### config.mk
export PLATFORM = sky130hd
export DESIGN_NAME = mem_arbiter_flat
export DESIGN_NICKNAME = d
export VERILOG_FILES = /design/src/rtl/mem_arbiter_if.sv /design/src/rtl/mem_arbiter.sv /design/src/flat_wrapper.sv
export SDC_FILE = /design/constraint.sdc
export NUM_CORES = 1
export LEC_CHECK = 0
export CAP_MARGIN = 0
export CORE_MARGIN = 3
export CORE_UTILIZATION = 33
export DETAILED_ROUTE_END_ITERATION = 10
export GPL_TIMING_DRIVEN = 0
export PLACE_DENSITY = 0.82
export SYNTH_ARGS = -nofsm -noshare
export SYNTH_HDL_FRONTEND = slang
export SYNTH_SLANG_ARGS = --single-unit
### constraint.sdc
create_clock -name clk -period 2.1 [get_ports clk]
set_clock_uncertainty 0.1 [all_clocks]
set_input_delay 0.42 -clock clk [delete_from_list [all_inputs] [get_ports clk]]
set_output_delay 0.42 -clock clk [all_outputs]
set_load 0.03 [all_outputs]
### src/rtl/mem_arbiter_if.sv
// Handshake and memory bus bundle between the cache controllers, the arbiter and main memory.
interface mem_arbiter_if #(
    parameter int unsigned ADDR_W = 16,
    parameter int unsigned DATA_W = 16,
    parameter int unsigned IDX_W  = 3
);
    logic              i_req;
    logic [ADDR_W-1:0] i_addr;
    logic              d_req;
    logic [ADDR_W-1:0] d_addr;
    logic              d_wr_req;
    logic [ADDR_W-1:0] d_wr_addr;
    logic [DATA_W-1:0] d_wr_data;
    logic              i_grant;
    logic              d_grant;
    logic [DATA_W-1:0] fill_data;
    logic [IDX_W-1:0]  fill_idx;
    logic              i_fill_we;
    logic              d_fill_we;
    logic              i_done;
    logic              d_done;
    logic              d_wr_done;
    logic              mem_en;
    logic              mem_wr;
    logic [ADDR_W-1:0] mem_addr;
    logic [DATA_W-1:0] mem_wdata;
    logic [DATA_W-1:0] mem_rdata;
    logic              mem_data_valid;
    logic              busy;

    // Arbiter side.
    modport slave (
        input  i_req, i_addr, d_req, d_addr, d_wr_req, d_wr_addr, d_wr_data,
        input  mem_rdata, mem_data_valid,
        output i_grant, d_grant, fill_data, fill_idx, i_fill_we, d_fill_we,
        output i_done, d_done, d_wr_done,
        output mem_en, mem_wr, mem_addr, mem_wdata, busy
    );

    // Environment side: caches and memory.
    modport master (
        output i_req, i_addr, d_req, d_addr, d_wr_req, d_wr_addr, d_wr_data,
        output mem_rdata, mem_data_valid,
        input  i_grant, d_grant, fill_data, fill_idx, i_fill_we, d_fill_we,
        input  i_done, d_done, d_wr_done,
        input  mem_en, mem_wr, mem_addr, mem_wdata, busy
    );
endinterface

### src/rtl/mem_arbiter.sv
// Main-memory arbiter: D store > D fill > I fill, block fills streamed to the owning cache.
// Optional macro CRITICAL_WORD_FIRST_EN starts each fill at the missed word.
module mem_arbiter #(
    parameter int unsigned WORDS_PER_BLOCK = 8,
    parameter int unsigned MEM_LATENCY     = 4,
    parameter int unsigned ADDR_W          = 16,
    parameter int unsigned DATA_W          = 16
) (
    input  logic          clk,
    input  logic          rst,
    mem_arbiter_if.slave  bus
);
    localparam int unsigned IDX_W  = $clog2(WORDS_PER_BLOCK);
    localparam int unsigned CNT_W  = IDX_W + 1;
    localparam int unsigned BASE_W = ADDR_W - IDX_W - 1;

    typedef enum logic [1:0] {ST_IDLE, ST_FILL, ST_WRITE} state_e;
    typedef enum logic {OWN_I, OWN_D} owner_e;

    state_e              state_q, state_d;
    owner_e              owner_q, owner_d;
    logic [BASE_W-1:0]   base_q, base_d;
    logic [CNT_W-1:0]    issue_q, issue_d;
    logic [CNT_W-1:0]    recv_q, recv_d;
    // Marks which memory pipeline slots carry reads of the current fill.
    logic [MEM_LATENCY-1:0] inflight_q;
`ifdef CRITICAL_WORD_FIRST_EN
    logic [IDX_W-1:0]    start_q, start_d;
`endif

    logic [ADDR_W-1:0]   req_addr;
    logic [IDX_W-1:0]    issue_idx;
    logic [IDX_W-1:0]    recv_idx;
    logic                issue_fire_c;
    logic                unused_addr_bits;

    logic                i_grant_c, d_grant_c;
    logic [DATA_W-1:0]   fill_data_c;
    logic [IDX_W-1:0]    fill_idx_c;
    logic                i_fill_we_c, d_fill_we_c;
    logic                i_done_c, d_done_c, d_wr_done_c;
    logic                mem_en_c, mem_wr_c;
    logic [ADDR_W-1:0]   mem_addr_c;
    logic [DATA_W-1:0]   mem_wdata_c;
    logic                busy_c;

    // State and counter registers.
    always_ff @(posedge clk) begin
        if (rst) begin
            state_q    <= ST_IDLE;
            owner_q    <= OWN_I;
            base_q     <= '0;
            issue_q    <= '0;
            recv_q     <= '0;
            inflight_q <= '0;
`ifdef CRITICAL_WORD_FIRST_EN
            start_q    <= '0;
`endif
        end else begin
            state_q    <= state_d;
            owner_q    <= owner_d;
            base_q     <= base_d;
            issue_q    <= issue_d;
            recv_q     <= recv_d;
            inflight_q <= {inflight_q[MEM_LATENCY-2:0], issue_fire_c};
`ifdef CRITICAL_WORD_FIRST_EN
            start_q    <= start_d;
`endif
        end
    end

`ifdef CRITICAL_WORD_FIRST_EN
    assign issue_idx = issue_q[IDX_W-1:0] + start_q;
    assign recv_idx  = recv_q[IDX_W-1:0] + start_q;
`else
    assign issue_idx = issue_q[IDX_W-1:0];
    assign recv_idx  = recv_q[IDX_W-1:0];
`endif

    // Next-state and output decode.
    always_comb begin
        state_d      = state_q;
        owner_d      = owner_q;
        base_d       = base_q;
        issue_d      = issue_q;
        recv_d       = recv_q;
`ifdef CRITICAL_WORD_FIRST_EN
        start_d      = start_q;
`endif
        req_addr     = '0;
        issue_fire_c = 1'b0;
        i_grant_c    = 1'b0;
        d_grant_c    = 1'b0;
        fill_data_c  = '0;
        fill_idx_c   = '0;
        i_fill_we_c  = 1'b0;
        d_fill_we_c  = 1'b0;
        i_done_c     = 1'b0;
        d_done_c     = 1'b0;
        d_wr_done_c  = 1'b0;
        mem_en_c     = 1'b0;
        mem_wr_c     = 1'b0;
        mem_addr_c   = '0;
        mem_wdata_c  = '0;
        busy_c       = (state_q != ST_IDLE);

        case (state_q)
            ST_IDLE: begin
                issue_d = '0;
                recv_d  = '0;
                if (bus.d_wr_req) begin
                    state_d = ST_WRITE;
                    owner_d = OWN_D;
                end else if (bus.d_req || bus.i_req) begin
                    state_d  = ST_FILL;
                    owner_d  = bus.d_req ? OWN_D : OWN_I;
                    req_addr = bus.d_req ? bus.d_addr : bus.i_addr;
                    base_d   = req_addr[ADDR_W-1:IDX_W+1];
`ifdef CRITICAL_WORD_FIRST_EN
                    start_d  = req_addr[IDX_W:1];
`endif
                end
            end
            ST_WRITE: begin
                d_grant_c   = 1'b1;
                mem_en_c    = 1'b1;
                mem_wr_c    = 1'b1;
                mem_addr_c  = bus.d_wr_addr;
                mem_wdata_c = bus.d_wr_data;
                d_wr_done_c = 1'b1;
                state_d     = ST_IDLE;
            end
            ST_FILL: begin
                i_grant_c = (owner_q == OWN_I);
                d_grant_c = (owner_q == OWN_D);
                if (issue_q < CNT_W'(WORDS_PER_BLOCK)) begin
                    mem_en_c     = 1'b1;
                    mem_addr_c   = {base_q, issue_idx, 1'b0};
                    issue_d      = issue_q + CNT_W'(1);
                    issue_fire_c = 1'b1;
                end
                // Only returns matched to this fill's reads are written.
                if (bus.mem_data_valid && inflight_q[MEM_LATENCY-1]) begin
                    fill_data_c = bus.mem_rdata;
                    fill_idx_c  = recv_idx;
                    i_fill_we_c = (owner_q == OWN_I);
                    d_fill_we_c = (owner_q == OWN_D);
                    recv_d      = recv_q + CNT_W'(1);
                    if (recv_q == CNT_W'(WORDS_PER_BLOCK - 1)) begin
                        i_done_c = (owner_q == OWN_I);
                        d_done_c = (owner_q == OWN_D);
                        state_d  = ST_IDLE;
                        issue_d  = '0;
                        recv_d   = '0;
                    end
                end
            end
            default: state_d = ST_IDLE;
        endcase

        // Outputs are held quiet while reset is asserted.
        if (rst) begin
            i_grant_c   = 1'b0;
            d_grant_c   = 1'b0;
            fill_data_c = '0;
            fill_idx_c  = '0;
            i_fill_we_c = 1'b0;
            d_fill_we_c = 1'b0;
            i_done_c    = 1'b0;
            d_done_c    = 1'b0;
            d_wr_done_c = 1'b0;
            mem_en_c    = 1'b0;
            mem_wr_c    = 1'b0;
            mem_addr_c  = '0;
            mem_wdata_c = '0;
            busy_c      = 1'b0;
        end
    end

    assign unused_addr_bits = ^req_addr[IDX_W:0];

    assign bus.i_grant   = i_grant_c;
    assign bus.d_grant   = d_grant_c;
    assign bus.fill_data = fill_data_c;
    assign bus.fill_idx  = fill_idx_c;
    assign bus.i_fill_we = i_fill_we_c;
    assign bus.d_fill_we = d_fill_we_c;
    assign bus.i_done    = i_done_c;
    assign bus.d_done    = d_done_c;
    assign bus.d_wr_done = d_wr_done_c;
    assign bus.mem_en    = mem_en_c;
    assign bus.mem_wr    = mem_wr_c;
    assign bus.mem_addr  = mem_addr_c;
    assign bus.mem_wdata = mem_wdata_c;
    assign bus.busy      = busy_c;
endmodule

### src/flat_wrapper.sv
// flat-port wrapper written by rule: the top's interface ports become plain ports
module mem_arbiter_flat 
#(
    parameter int unsigned WORDS_PER_BLOCK = 8,
    parameter int unsigned MEM_LATENCY     = 4,
    parameter int unsigned ADDR_W          = 16,
    parameter int unsigned DATA_W          = 16
)
  (clk, rst, bus_i_req, bus_i_addr, bus_d_req, bus_d_addr, bus_d_wr_req, bus_d_wr_addr, bus_d_wr_data, bus_mem_rdata, bus_mem_data_valid, bus_i_grant, bus_d_grant, bus_fill_data, bus_fill_idx, bus_i_fill_we, bus_d_fill_we, bus_i_done, bus_d_done, bus_d_wr_done, bus_mem_en, bus_mem_wr, bus_mem_addr, bus_mem_wdata, bus_busy);
  mem_arbiter_if #(.ADDR_W(ADDR_W), .DATA_W(DATA_W)) bus_i ();
  input  logic clk;
  input  logic rst;
  input wire logic [$bits(bus_i.i_req)-1:0] bus_i_req;
  input wire logic [$bits(bus_i.i_addr)-1:0] bus_i_addr;
  input wire logic [$bits(bus_i.d_req)-1:0] bus_d_req;
  input wire logic [$bits(bus_i.d_addr)-1:0] bus_d_addr;
  input wire logic [$bits(bus_i.d_wr_req)-1:0] bus_d_wr_req;
  input wire logic [$bits(bus_i.d_wr_addr)-1:0] bus_d_wr_addr;
  input wire logic [$bits(bus_i.d_wr_data)-1:0] bus_d_wr_data;
  input wire logic [$bits(bus_i.mem_rdata)-1:0] bus_mem_rdata;
  input wire logic [$bits(bus_i.mem_data_valid)-1:0] bus_mem_data_valid;
  output wire logic [$bits(bus_i.i_grant)-1:0] bus_i_grant;
  output wire logic [$bits(bus_i.d_grant)-1:0] bus_d_grant;
  output wire logic [$bits(bus_i.fill_data)-1:0] bus_fill_data;
  output wire logic [$bits(bus_i.fill_idx)-1:0] bus_fill_idx;
  output wire logic [$bits(bus_i.i_fill_we)-1:0] bus_i_fill_we;
  output wire logic [$bits(bus_i.d_fill_we)-1:0] bus_d_fill_we;
  output wire logic [$bits(bus_i.i_done)-1:0] bus_i_done;
  output wire logic [$bits(bus_i.d_done)-1:0] bus_d_done;
  output wire logic [$bits(bus_i.d_wr_done)-1:0] bus_d_wr_done;
  output wire logic [$bits(bus_i.mem_en)-1:0] bus_mem_en;
  output wire logic [$bits(bus_i.mem_wr)-1:0] bus_mem_wr;
  output wire logic [$bits(bus_i.mem_addr)-1:0] bus_mem_addr;
  output wire logic [$bits(bus_i.mem_wdata)-1:0] bus_mem_wdata;
  output wire logic [$bits(bus_i.busy)-1:0] bus_busy;
  assign bus_i.i_req = bus_i_req;
  assign bus_i.i_addr = bus_i_addr;
  assign bus_i.d_req = bus_d_req;
  assign bus_i.d_addr = bus_d_addr;
  assign bus_i.d_wr_req = bus_d_wr_req;
  assign bus_i.d_wr_addr = bus_d_wr_addr;
  assign bus_i.d_wr_data = bus_d_wr_data;
  assign bus_i.mem_rdata = bus_mem_rdata;
  assign bus_i.mem_data_valid = bus_mem_data_valid;
  assign bus_i_grant = bus_i.i_grant;
  assign bus_d_grant = bus_i.d_grant;
  assign bus_fill_data = bus_i.fill_data;
  assign bus_fill_idx = bus_i.fill_idx;
  assign bus_i_fill_we = bus_i.i_fill_we;
  assign bus_d_fill_we = bus_i.d_fill_we;
  assign bus_i_done = bus_i.i_done;
  assign bus_d_done = bus_i.d_done;
  assign bus_d_wr_done = bus_i.d_wr_done;
  assign bus_mem_en = bus_i.mem_en;
  assign bus_mem_wr = bus_i.mem_wr;
  assign bus_mem_addr = bus_i.mem_addr;
  assign bus_mem_wdata = bus_i.mem_wdata;
  assign bus_busy = bus_i.busy;
  mem_arbiter #(.WORDS_PER_BLOCK(WORDS_PER_BLOCK), .MEM_LATENCY(MEM_LATENCY), .ADDR_W(ADDR_W), .DATA_W(DATA_W)) u_core (.clk(clk), .rst(rst), .bus(bus_i));
endmodule
==> metrics.cfg <==
[job]
maxCapViolCount = 0

[logic_synthesis]
synth.distinct_cells = 35
synth-simple-area-share_pct = 34.3
synth_enable_flop_cells = 0
synth-adder-area-share_pct = 4.20
fraction_of_the_mapped_netlist_area_in_compound_gates_pct = 18.2
ys_seq_elements = 27
synthArstFlopShare_pct = 0
ys_warn_count = 0
combinational_family_with_the_most_area_after_synthesis = simple AND/OR/NAND/NOR gates
post_synth_mux_area_share_pct = 6.71
syn-cell-area_um2 = 1790
syn_inst = 224
postSynthAreaPerCell_um2 = 7.99
synth.yosys.seq_area_share_pct = 30.2
synth_top_flop_cell = sky130_fd_sc_hd__dfxtp_1
post_synth_xor_area_fraction_pct = 0.979
synth_nets = 316

[cts]
tritoncts_num_sinks = 27
clock_path_buffers = 2
cts-hold-fix-buffers = 0
insertion_delay_ns = 0.28
ctsRootBufferMaster = sky130_fd_sc_hd__clkbuf_8
cts_tree = yes
tritoncts.num_buffers = 3
clk_pin_slew_worst_paths_ns = 0.09
htree_levels = 1

[setup_path]
slowest_delay_ns = 0.35
timing.critical_path.to_type = output pin
cpLargestDelayFamily = buffers and inverters
crit_type = reg2out
r2r_start = u_core.state_q[1]
critical_path.startpoint_type = flip-flop
data_arrival_time_of_the_critical_path_ns = 1.63
cp.required_ns = 1.58
r2r-end = u_core.recv_q[3]
slowest_stage = sky130_fd_sc_hd__dfxtp_2
crit_path_cell_trace = inv_2 -> buf_4 -> ha_4 -> nand2b_4 -> clkbuf_8 -> nor2_2 -> buf_6
worst-path-max-fanout = 5
ff2ff_path_depth = 7
rrSetupSlack_ns = 0.32
worst-path-buf-inv = 4

[route]
routed_wire_length_per_instance_um = 16.8
dr.max_layer_used = met4
antenna_left = 0
routed_length_on_met1_mm = 2.72
drt_iter0_markers = 90
routed-wl-met2_mm = 3.98
routed_wl_mm = 7.54
dr_total_vias = 2234
count_of_unresolved_drc_violations_after_routing = 0
met3RoutedLength_um = 634
detailedRoute.firstPassIterationCount = 4
routed_via_density = 4.96

[floorplanning]
core.rowCount = 26
floorplan.die_area_um2 = 6340
die_w_um = 79.6
initial_standard_cell_utilization_of_the_core_pct = 34.6
core_area_um2 = 5170
die_height_um = 79.6
io-pin-count = 147

[timing]
timing.final.setup_violations = 13
rsz0062_at_grt = yes
max_slew_violation_count = 0
finalHoldViolCount = 0
fmax_mhz = 464
timing.final.crit_period_ns = 2.15
tightest_slew_ns = 0.653
whs_ns = 0.344
finalWorstSetupSlack_ns = -0.0535
worst_max_slew_margin_expressed_relative_to_the_limit_pct = 56.4
post-route-period-util_pct = 103

[layout]
stdcell_area_um2 = 3630
sequential_cell_area_um2 = 548
multi_input_area_um2 = 1420
fillerInstances = 389
num-nets-final = 473
share_of_final_layout_standard_cells_stronger_than_drive_strength_1_pct = 41.3
post_layout_nonfiller_instances = 450
syn_to_layout_area_delta_pct = 103
antenna_cells = 0

[hold_path]
hold_path_depth = 1
worstHoldPathType = reg2reg
min_to = u_core.inflight_q[3]
hold_path.startpoint = u_core.inflight_q[2]

[place]
post-place-cells = 431
hpwlAfterDp_mm = 5.24
detailedPlace.worstSlack_ns = -1.17
count_of_input_and_output_buffers = 137
gpl.final_weighted_congestion = 0.803
detailed_place.area_um2 = 3290

[pwr]
ir_drop_uv = 440
leakage_power_total_nw = 1.51
pwr_density_cell_nw_per_um2 = 416

[status]
run_status = complete, but fails checks
failed_checks = setup timing

[grt]
grt_max_degree = 16
grt_usage_pct = 23.2
number_of_antenna_violations_at_the_first_check_in_global_routing = 0
gr-total-overflow = 0
grt_pass1_wl_mm = 11.4
first_global_vias = 2245

## cells by family (layout without fill, tap and decap cells)
| kind of cell | count (synthesis) | count (layout) |
|---|---|---|
| simple gates | 114 | 116 |
| flops | 27 | 27 |
| compound gates | 42 | 42 |
| fa+ha+maj | 6 | 6 |
| buf+inv | 21 | 175 |
| xor+xnor | 2 | 2 |
| mux | 12 | 12 |
## per-layer routing
metal  GRT usage, %  up-vias
met5              0        -
li1               -     1092
met3           6.43       16
met2           44.2       90
met4           8.59        0
met1           23.7     1036
## per-stage QoR
step | utilization (%) | power, mW | TNS, ns
after floorplan | - | 0.821 | -0.129
final | 70.3 | 1.51 | -0.413
after global routing | 70.3 | 1.59 | -2.25
after global placement | 63.6 | 1.05 | -47.26
after detailed placement | 63.6 | 1.06 | -48.22
after CTS | 68.6 | 1.48 | -0.557
## report_power, final
part           switching [mW]  internal (mW)  leakage, nW
Clock                   0.172          0.133       0.0255
Sequential             0.0282          0.545        0.223
Combinational           0.293          0.341         1.26
Total                   0.493           1.02         1.51
## registers in the layout (all words and copies together) (netlist names)
register,flops
u_core.owner_q,1
u_core.base_q,12
u_core.state_q,2
u_core.inflight_q,4
u_core.issue_q,4
u_core.recv_q,4
## cells in the mapped netlist, drive strengths merged, types with 2 or more instances
| library cell | n | area [um^2] |
|---|---|---|
| dfxtp | 27 | 541 |
| nand4 | 3 | 18.8 |
| o21ai | 5 | 25.0 |
| a22oi | 15 | 113 |
| nor3 | 3 | 15.0 |
| nor3b | 2 | 26.3 |
| xor2 | 2 | 17.5 |
| clkbuf | 6 | 22.5 |
| a21oi | 6 | 30.0 |
| nor2b | 8 | 50.1 |
| inv | 3 | 11.3 |
| nor2 | 38 | 143 |
| buf | 12 | 63.8 |
| ha | 6 | 75.1 |
| a211oi | 13 | 133 |
| nand3 | 5 | 30.0 |
| nand3b | 2 | 15.0 |
| nand2 | 8 | 30.0 |
| nand2b | 3 | 18.8 |
| and2 | 37 | 231 |
| mux2i | 12 | 120 |
## final cells by class
type | count | area share [%]
repair buffers | 153 | 38.1
multi-input cells | 178 | 39.0
plain buffers | 15 | 3.79
clock inverters | 1 | 0.138
clock buffers | 3 | 1.14
inverters | 3 | 0.310
well taps | 70 | 2.41
flip-flops and latches | 27 | 15.1
## worst register-to-register path, delay by kind of cell (launching register included)
family	cells	cell delay [ns]
flops	1	0.34
buf+inv	3	0.29
fa+ha+maj	1	0.16
simple gates	2	0.67
compound gates	1	0.15
## placed cells by master, fill, tap and decap left out, drive strengths merged, types with 2 or more instances in the layout
| cell | instances |
|---|---|
| buf | 80 |
| clkdlybuf4s50 | 74 |
| nor2 | 38 |
| and2 | 37 |
| dfxtp | 27 |
| a22oi | 15 |
| a211oi | 13 |
| clkbuf | 13 |
| mux2i | 12 |
| nor2b | 9 |
| nand2 | 8 |
| a21oi | 6 |
| ha | 6 |
| nand3 | 5 |
| o21ai | 5 |
| nand2b | 4 |
| nor3 | 3 |
| nand4 | 3 |
| inv | 3 |
| nand3b | 2 |
| xor2 | 2 |
| dlygate4sd2 | 2 |
| nor3b | 2 |
| clkdlybuf4s15 | 2 |
## worst max path at each step
stage	startpoint	end	slack, ns	cells past startpoint
6_report	u_core.state_q[1]	bus_mem_addr[8]	-0.05	7
5_1_grt	u_core.state_q[1]	bus_mem_addr[7]	-0.13	8
4_1_cts	u_core.state_q[1]	bus_mem_addr[6]	-0.14	9
3_5_place_dp	rst	bus_mem_addr[6]	-1.17	6
3_3_place_gp	rst	bus_mem_addr[6]	-1.13	6
2_1_floorplan	u_core.state_q[0]	bus_mem_addr[5]	-0.05	6
## what timing repair did
action                     4_1_cts  5_1_grt
cloned                           5        0
setup endpoints to repair       61       59
gates resized for setup        401       51
buffers inserted                12        3
pin swaps                        5        7
(Power assumes the default switching activity.)
